<file path="src/rtl/shader_dispatch.sv">
// Per-pixel read -> shade -> write dispatcher for one framebuffer job.
// Optional WAIT_SH watchdog: define SHADER_DISPATCH_WATCHDOG_EN.
module shader_dispatch #(
    parameter int ADDR_W      = 16,
    parameter int PIX_W       = 8,
    parameter int TIMEOUT_CYC = 255
) (
    input  logic              clk,
    input  logic              rst_n,
    input  logic              go,
    input  logic              abort,
    output logic              busy,
    output logic              frame_done,
    output logic              err,
    input  logic [ADDR_W-1:0] src_base,
    input  logic [ADDR_W-1:0] dst_base,
    input  logic [ADDR_W-1:0] num_px,
    output logic              rd_en,
    output logic [ADDR_W-1:0] rd_addr,
    input  logic [PIX_W-1:0]  rd_data,
    output logic              sh_start,
    output logic [PIX_W-1:0]  sh_pixel,
    input  logic [PIX_W-1:0]  sh_result,
    input  logic              sh_done,
    output logic              wr_en,
    output logic [ADDR_W-1:0] wr_addr,
    output logic [PIX_W-1:0]  wr_data
);

    if (TIMEOUT_CYC < 1 || TIMEOUT_CYC > 255) begin : g_bad_timeout
        $error("TIMEOUT_CYC must be in 1..255");
    end

    typedef enum logic [2:0] {
        IDLE,
        READ,
        WAIT_RD,
        ISSUE,
        WAIT_SH,
        WRITE,
        DONE
    } state_t;

    state_t state_q, state_d;

    logic [ADDR_W-1:0] src_q, src_d;
    logic [ADDR_W-1:0] dst_q, dst_d;
    logic [ADDR_W-1:0] cnt_q, cnt_d;
    logic [ADDR_W-1:0] idx_q, idx_d;
    logic [PIX_W-1:0]  pix_q, pix_d;
    logic [PIX_W-1:0]  res_q, res_d;

    logic              rd_en_d;
    logic [ADDR_W-1:0] rd_addr_d;
    logic              sh_start_d;
    logic [PIX_W-1:0]  sh_pixel_d;
    logic              wr_en_d;
    logic [ADDR_W-1:0] wr_addr_d;
    logic [PIX_W-1:0]  wr_data_d;
    logic              frame_done_d;
    logic              busy_d;

`ifdef SHADER_DISPATCH_WATCHDOG_EN
    localparam logic [7:0] TO_LAST = 8'(TIMEOUT_CYC - 1);

    logic [7:0] wdog_q, wdog_d;
    logic       err_q, err_d;
    logic       timeout;

    assign timeout = (wdog_q == TO_LAST);
    assign err     = err_q;
`else
    assign err = 1'b0;
`endif

    always_comb begin
        state_d = state_q;
        src_d   = src_q;
        dst_d   = dst_q;
        cnt_d   = cnt_q;
        idx_d   = idx_q;
        pix_d   = pix_q;
        res_d   = res_q;
`ifdef SHADER_DISPATCH_WATCHDOG_EN
        err_d   = err_q;
        wdog_d  = (state_q == WAIT_SH) ? wdog_q + 8'd1 : 8'd0;
`endif

        unique case (state_q)
            IDLE: begin
                if (go) begin
                    src_d   = src_base;
                    dst_d   = dst_base;
                    cnt_d   = num_px;
                    idx_d   = '0;
                    state_d = (num_px == '0) ? DONE : READ;
                end
            end
            READ: begin
                state_d = WAIT_RD;
            end
            WAIT_RD: begin
                pix_d   = rd_data;
                state_d = ISSUE;
            end
            ISSUE: begin
                state_d = WAIT_SH;
            end
            WAIT_SH: begin
                if (sh_done) begin
                    res_d   = sh_result;
                    state_d = WRITE;
                end
`ifdef SHADER_DISPATCH_WATCHDOG_EN
                else if (timeout) begin
                    // Stalled shader: pass the pixel through untouched
                    res_d   = pix_q;
                    err_d   = 1'b1;
                    state_d = WRITE;
                end
`endif
            end
            WRITE: begin
                if (idx_q == cnt_q - ADDR_W'(1)) begin
                    state_d = DONE;
                end else begin
                    idx_d   = idx_q + ADDR_W'(1);
                    state_d = READ;
                end
            end
            DONE: begin
                state_d = IDLE;
            end
            default: begin
                state_d = IDLE;
            end
        endcase

        if (abort && state_q != IDLE) begin
            state_d = IDLE;
`ifdef SHADER_DISPATCH_WATCHDOG_EN
            err_d   = err_q;
`endif
        end

        // Outputs are registered from the next state so strobes line up
        rd_en_d      = (state_d == READ);
        rd_addr_d    = rd_en_d ? src_d + idx_d : rd_addr;
        sh_start_d   = (state_d == ISSUE);
        sh_pixel_d   = sh_start_d ? pix_d : sh_pixel;
        wr_en_d      = (state_d == WRITE);
        wr_addr_d    = wr_en_d ? dst_d + idx_d : wr_addr;
        wr_data_d    = wr_en_d ? res_d : wr_data;
        frame_done_d = (state_d == DONE);
        busy_d       = (state_d != IDLE);
    end

    always_ff @(posedge clk or negedge rst_n) begin
        if (!rst_n) begin
            state_q    <= IDLE;
            src_q      <= '0;
            dst_q      <= '0;
            cnt_q      <= '0;
            idx_q      <= '0;
            pix_q      <= '0;
            res_q      <= '0;
            rd_en      <= 1'b0;
            rd_addr    <= '0;
            sh_start   <= 1'b0;
            sh_pixel   <= '0;
            wr_en      <= 1'b0;
            wr_addr    <= '0;
            wr_data    <= '0;
            frame_done <= 1'b0;
            busy       <= 1'b0;
        end else begin
            state_q    <= state_d;
            src_q      <= src_d;
            dst_q      <= dst_d;
            cnt_q      <= cnt_d;
            idx_q      <= idx_d;
            pix_q      <= pix_d;
            res_q      <= res_d;
            rd_en      <= rd_en_d;
            rd_addr    <= rd_addr_d;
            sh_start   <= sh_start_d;
            sh_pixel   <= sh_pixel_d;
            wr_en      <= wr_en_d;
            wr_addr    <= wr_addr_d;
            wr_data    <= wr_data_d;
            frame_done <= frame_done_d;
            busy       <= busy_d;
        end
    end

`ifdef SHADER_DISPATCH_WATCHDOG_EN
    always_ff @(posedge clk or negedge rst_n) begin
        if (!rst_n) begin
            wdog_q <= '0;
            err_q  <= 1'b0;
        end else begin
            wdog_q <= wdog_d;
            err_q  <= err_d;
        end
    end
`endif

endmodule
</file>
<file path="config.mk">
export PLATFORM = sky130hd
export DESIGN_NAME = shader_dispatch
export DESIGN_NICKNAME = d
export VERILOG_FILES = /design/src/rtl/shader_dispatch.sv
export SDC_FILE = /design/constraint.sdc
export NUM_CORES = 1
export LEC_CHECK = 0
export ABC_AREA = 1
export CAP_MARGIN = 10
export CORE_ASPECT_RATIO = 0.9
export CORE_MARGIN = 8
export CORE_UTILIZATION = 40
export DETAILED_ROUTE_END_ITERATION = 16
export GPL_TIMING_DRIVEN = 0
export PLACE_DENSITY = 0.69
export SLEW_MARGIN = 25
export SYNTH_ARGS = -nofsm -noshare
export SYNTH_HDL_FRONTEND = slang
export SYNTH_SLANG_ARGS = --single-unit
</file>
<file path="constraint.sdc">
create_clock -name clk -period 4.72 [get_ports clk]
set_clock_uncertainty 0.1 [all_clocks]
set_input_delay 0.472 -clock clk [delete_from_list [all_inputs] [get_ports clk]]
set_output_delay 0.472 -clock clk [all_outputs]
set_load 0.01 [all_outputs]
</file>
# Word level (Yosys, flattened, before mapping)
# Cells that the tools add are included.
[word_totals]
regBits = 136
[classes]
addsub = 4
n_eq_ne = 10
n_mux = 16
reduce_logical = 6
[op_table]
columns = ["op", "n"]
rows = [
  ["2-to-1 mux 16 bit", 6],
  ["adder 16 bit", 2],
  ["case mux 16 bit (2 select lines)", 1],
  ["2-to-1 mux 8 bit", 3],
  ["case mux 3 bit (6 select lines)", 1],
  ["adder 16 x 1 -> 16 bit, second input constant", 1],
  ["equality test 16 bit", 1],
  ["logical NOT 16 bit", 1],
  ["subtractor 16 x 1 -> 16 bit, second input constant", 1],
  ["2-to-1 mux 3 bit", 5],
  ["equality test 3 bit, second input constant", 4],
  ["equality test 3 x 2 -> 1 bit, second input constant", 3],
  ["equality test 3 x 1 -> 1 bit, second input constant", 2],
  ["nonzero test 3 bit", 2],
  ["logical NOT 3 bit", 1],
  ["AND reduction 2 bit", 1],
  ["logical AND 1 bit", 1],
]

# Longest topological paths before layout
[logic_depth]
depth_word = 6
ltp_mapped = 30
ltp_nobuf = 30

# Worst setup path after synthesis
# OpenSTA, ideal clock, no wires.
[synth_path]
path_kind = "register to register"
startpoint = "register cnt_q[0]"
endpoint = "register rd_addr[12]"
setup_ns = 0.117
arrival_ns = 3.610
required_time_ns = 4.503
path_slack_ns = 0.893
stages_incl_launch_ff = 26
period_less_slack_ns = 3.827
cell_sequence = "dfrtp_1 -> inv_2 -> ha_1 -> nand2_1 -> nor2_1 -> nand2_1 -> nand2_1 -> nand2_1 -> nor2_1 -> nand2_1 -> nor2_1 -> nand4_4 -> nor3_1 -> a31oi_1 -> o21ai_0 -> fa_1 -> nand3_1 -> nand2_1 -> a21oi_1 -> o21bai_1 -> a21boi_0 -> o21ai_0 -> a21boi_0 -> or2_2 -> nand3_1 -> nand2_1"
[synth_between]
elab_cells_between_ends = 9
classes_between = "2 x add/sub; 2 x eq/ne; 5 x mux"
[synth_lines]
columns = ["element", "line_no", "source"]
rows = [
  ["start, declared", "48", "logic [ADDR_W-1:0] cnt_q, cnt_d;"],
  ["start signal, assigned", "180", "cnt_q <= cnt_d;"],
  ["subtractor 16 x 1 -> 16 bit", "124", "if (idx_q == cnt_q - ADDR_W'(1)) begin"],
  ["equality test 16 bit", "124", ""],
  ["2-to-1 mux 16 bit", "124", ""],
  ["case mux 16 bit (2 select lines)", "89", "unique case (state_q)"],
  ["named net idx_d[1]", "49", "logic [ADDR_W-1:0] idx_q, idx_d;"],
  ["adder 16 bit", "148", "rd_addr_d = rd_en_d ? src_d + idx_d : rd_addr;"],
  ["end signal, assigned", "185", "rd_addr <= rd_addr_d;"],
  ["end, declared", "19", "output logic [ADDR_W-1:0] rd_addr,"],
]
# The timed path passes the listed nets, and every way through them passes these cells.
# A chain may end at the register's enable or synchronous reset.

# Worst setup path in the final report
[layout_path]
startpoint = "register cnt_q[0]"
endpoint = "register wr_addr[15]"
[layout_between]
elab_cells_between_ends = 9
classes_between = "2 x add/sub; 2 x eq/ne; 5 x mux"
[layout_lines]
columns = ["element", "line_no", "source"]
rows = [
  ["subtractor 16 x 1 -> 16 bit", "124", ""],
  ["equality test 16 bit", "124", ""],
  ["2-to-1 mux 16 bit", "124", ""],
  ["case mux 16 bit (2 select lines)", "89", ""],
  ["named net idx_d[5]", "49", ""],
  ["adder 16 bit", "152", "wr_addr_d = wr_en_d ? dst_d + idx_d : wr_addr;"],
  ["end signal, assigned", "189", "wr_addr <= wr_addr_d;"],
  ["end, declared", "26", "output logic [ADDR_W-1:0] wr_addr,"],
]
# The timed path passes the listed nets, and every way through them passes these cells.

==> run metrics <==
chip height 147 um; total wire length 21.1 mm; commonest non-fill, non-tap cells in the layout nand2_1, dfrtp_1, clkdlybuf4s50_1; layout cells sized above 1 7.45%; sequential share of the synthesized area 44.5%; layout net count 1232; kind of critical path reg -> reg; initial core utilization 40.3%; Longest Clk Path Bufs 2; worst-path maximum fanout 10; Least-Margin Pin Slew 654 ps; PortBufs 121; Cell Area, Synth 7650 um2; Yosys cell types 46; vias in the first global route 6987; num rows 48; clock network power share 22.3%; clk_lat worst skew 420 ps; Die Area 23800 um2; Final Non-Filler Cells 1391; CP cell instances inv_2, ha_2, nand2_1, nand2_1, nor2_1, nand3_1, nor2_1, nand2_1, nor2_1, nand4_4, nand2_1, nor2_1, nand2_1, mux2i_1, ha_1, nand2_1, o21ai_0, nand2_1, o2111ai_1, a31oi_1, nand3_1, nand3_1, nand2_1; Critical Path AT 4500 ps; CTS Sinks 136; htree depth 4; Crit. End Element register; part of the power in registers 31.4%; Hold Path Class reg -> reg; switching pwr 2.49 mW; setup violators final 0; drt wl/cell 15.1 um; placed cells 1357; Syn. warnings 0; CORE AREA 19000 um2; Final Critical Period 4290 ps; slowest stage delay, CP 440 ps; family with the most delay on the worst path simple AND/OR/NAND/NOR gates; slowest CP cell mux2i_1; Avg Inst Size Synth 7.77 um2; Comb power frac 46.3%; EDFF count, synth 0; # IOs 123; LEAKAGE 4.86 nW; max-cap viol count 0; Die X 162 um; DRT iter0 DRCs 362; Mapped Cells 985; # DRC 0; Final Hold Vio Count 0; vias after detailed routing 6877; area grow syn2layout 28.8%; GRT Util Overall 18.3%; Post-Syn Nets 1089; fin. max-slew vios 0; antenna violation net count after detailed routing 0; RSZ-0062 raised after global routing no; Tot Pwr 6.06 mW; CP Launch Type register; root buf cell clkbuf_16; Sw Ratio 41.1%; Pint 3.57 mW; initial antenna violation count 0; asr flop ratio synth 100%; DP HPWL 16.0 mm; vias per cell 4.94; clock-pin slew on the worst setup and hold paths 60 ps; Slew HR 55.9%; #FFs+latches synth 136; first-pass GRT wire length 35.0 mm; CP required 4930 ps; CP bufs+invs 1; hold slack 368 ps; fin crit share 90.9%; commonest non-fill, non-tap cell in the layout nand2_1; Peak VDD IR 261 uV; grt total ovfl 0; Most common cell on crit path nand2_1; # diodes 0; length of the first detailed-routing pass in iterations 5; maximum number of pins on one net before global-route repair 70; Final Wtd Congestion 0.890; power per cell area 615 nW/um2; fmax 233 MHz; TritonCTS Buffers 17; status completed; TritonCTS clock tree yes; ys flop type dfrtp_1
==> tightest hold or removal path: cells and delay by family (launching register included) <==
| family | cells | cell delay [ps] |
|---|---|---|
| flops | 1 | 340 |
| simple gates | 2 | 100 |
==> registers in the layout, indices dropped and copies added, names as in the netlist <==
signal	flops
rd_en	1
sh_start	1
res_q	8
pix_q	8
wr_data	8
src_q	16
busy	1
wr_en	1
cnt_q	16
state_q	3
idx_q	16
sh_pixel	8
frame_done	1
rd_addr	16
wr_addr	16
dst_q	16
==> power groups by stage <==
stage / logic, mW / registers [mW] / clock network (mW)
final: 2.80 / 1.90 / 1.35
after global routing: 3.17 / 1.96 / 1.43
after CTS: 2.81 / 1.90 / 1.38
after detailed placement: 2.79 / 1.92 / 0
after global placement: 2.74 / 1.91 / 0
after floorplan: 1.73 / 1.96 / 0
==> logic make-up after synthesis <==
group / after synthesis / synth area share, %
simple gates: 544 / 30.4
buf+inv: 104 / 5.59
flops: 136 / 44.5
compound gates: 124 / 8.84
mux: 3 / 0.409
fa+ha+maj: 35 / 5.92
xor+xnor: 38 / 4.35
other cells: 1 / 0.0490
==> timing repair <==
action	in CTS	in global routing
buffers inserted	0	1
endpoints found under the setup margin	0	6
endpoints found under the hold margin	68	0
hold buffers	1	0
gates resized for setup	0	16
==> layout make-up <==
class                           instances  area (um2)
Fill cell                            1836        9120
Multi-Input combinational cell        745        3850
Sequential cell                       136        3400
Timing Repair Buffer                  124        1260
Clock buffer                           18         439
Tap cell                              250         313
Inverter                               82         308
Clock inverter                         14         160
Buffer                                 22         120
==> metrics by stage <==
stage	utilization [%]	setup TNS [ps]	area (um2)	worst slack [ps]
floorplan	-	0	7650	893
global placement	48.4	-325720	9180	-2400
detailed placement	48.5	0	9210	148
CTS	51.7	0	9820	149
global route	51.9	0	9860	23.8
finish	51.9	0	9860	430
==> final timing paths <==
path,endpoint,slack (ps),cells past startpoint,startpoint
max,wr_addr[15],430,23,cnt_q[0]
min,wr_data[5],370,2,wr_data[5]
max reg2reg,wr_addr[15],430,23,cnt_q[0]
min reg2reg,wr_data[5],370,2,wr_data[5]
max in group asynchronous,pix_q[0],3310,3,rst_n
min in group asynchronous,dst_q[12],500,2,rst_n
==> synthesized netlist by cell type (8+ instances only) <==
cell / number / area, um2
xor2_1: 18 / 158
ha_1: 33 / 413
nand4_1: 11 / 68.8
nand2_1: 382 / 1430
o21ai_0: 59 / 295
nor3_1: 9 / 45.0
dfrtp_1: 136 / 3400
nand3_1: 57 / 285
clkbuf_1: 12 / 45.0
nor2_4: 8 / 90.1
inv_1: 73 / 274
o21ai_1: 13 / 65.1
xnor2_1: 20 / 175
nor2_1: 46 / 173
a21oi_1: 30 / 150
==> per-layer routing <==
layer	vias to the layer above	track usage [%]	routed length [um]
li1	3474	-	-
met1	3210	23.5	9880
met2	168	29.4	9730
met3	25	4.70	1060
met4	0	6.24	400
met5	-	0	0
(Power assumes the default switching activity.)
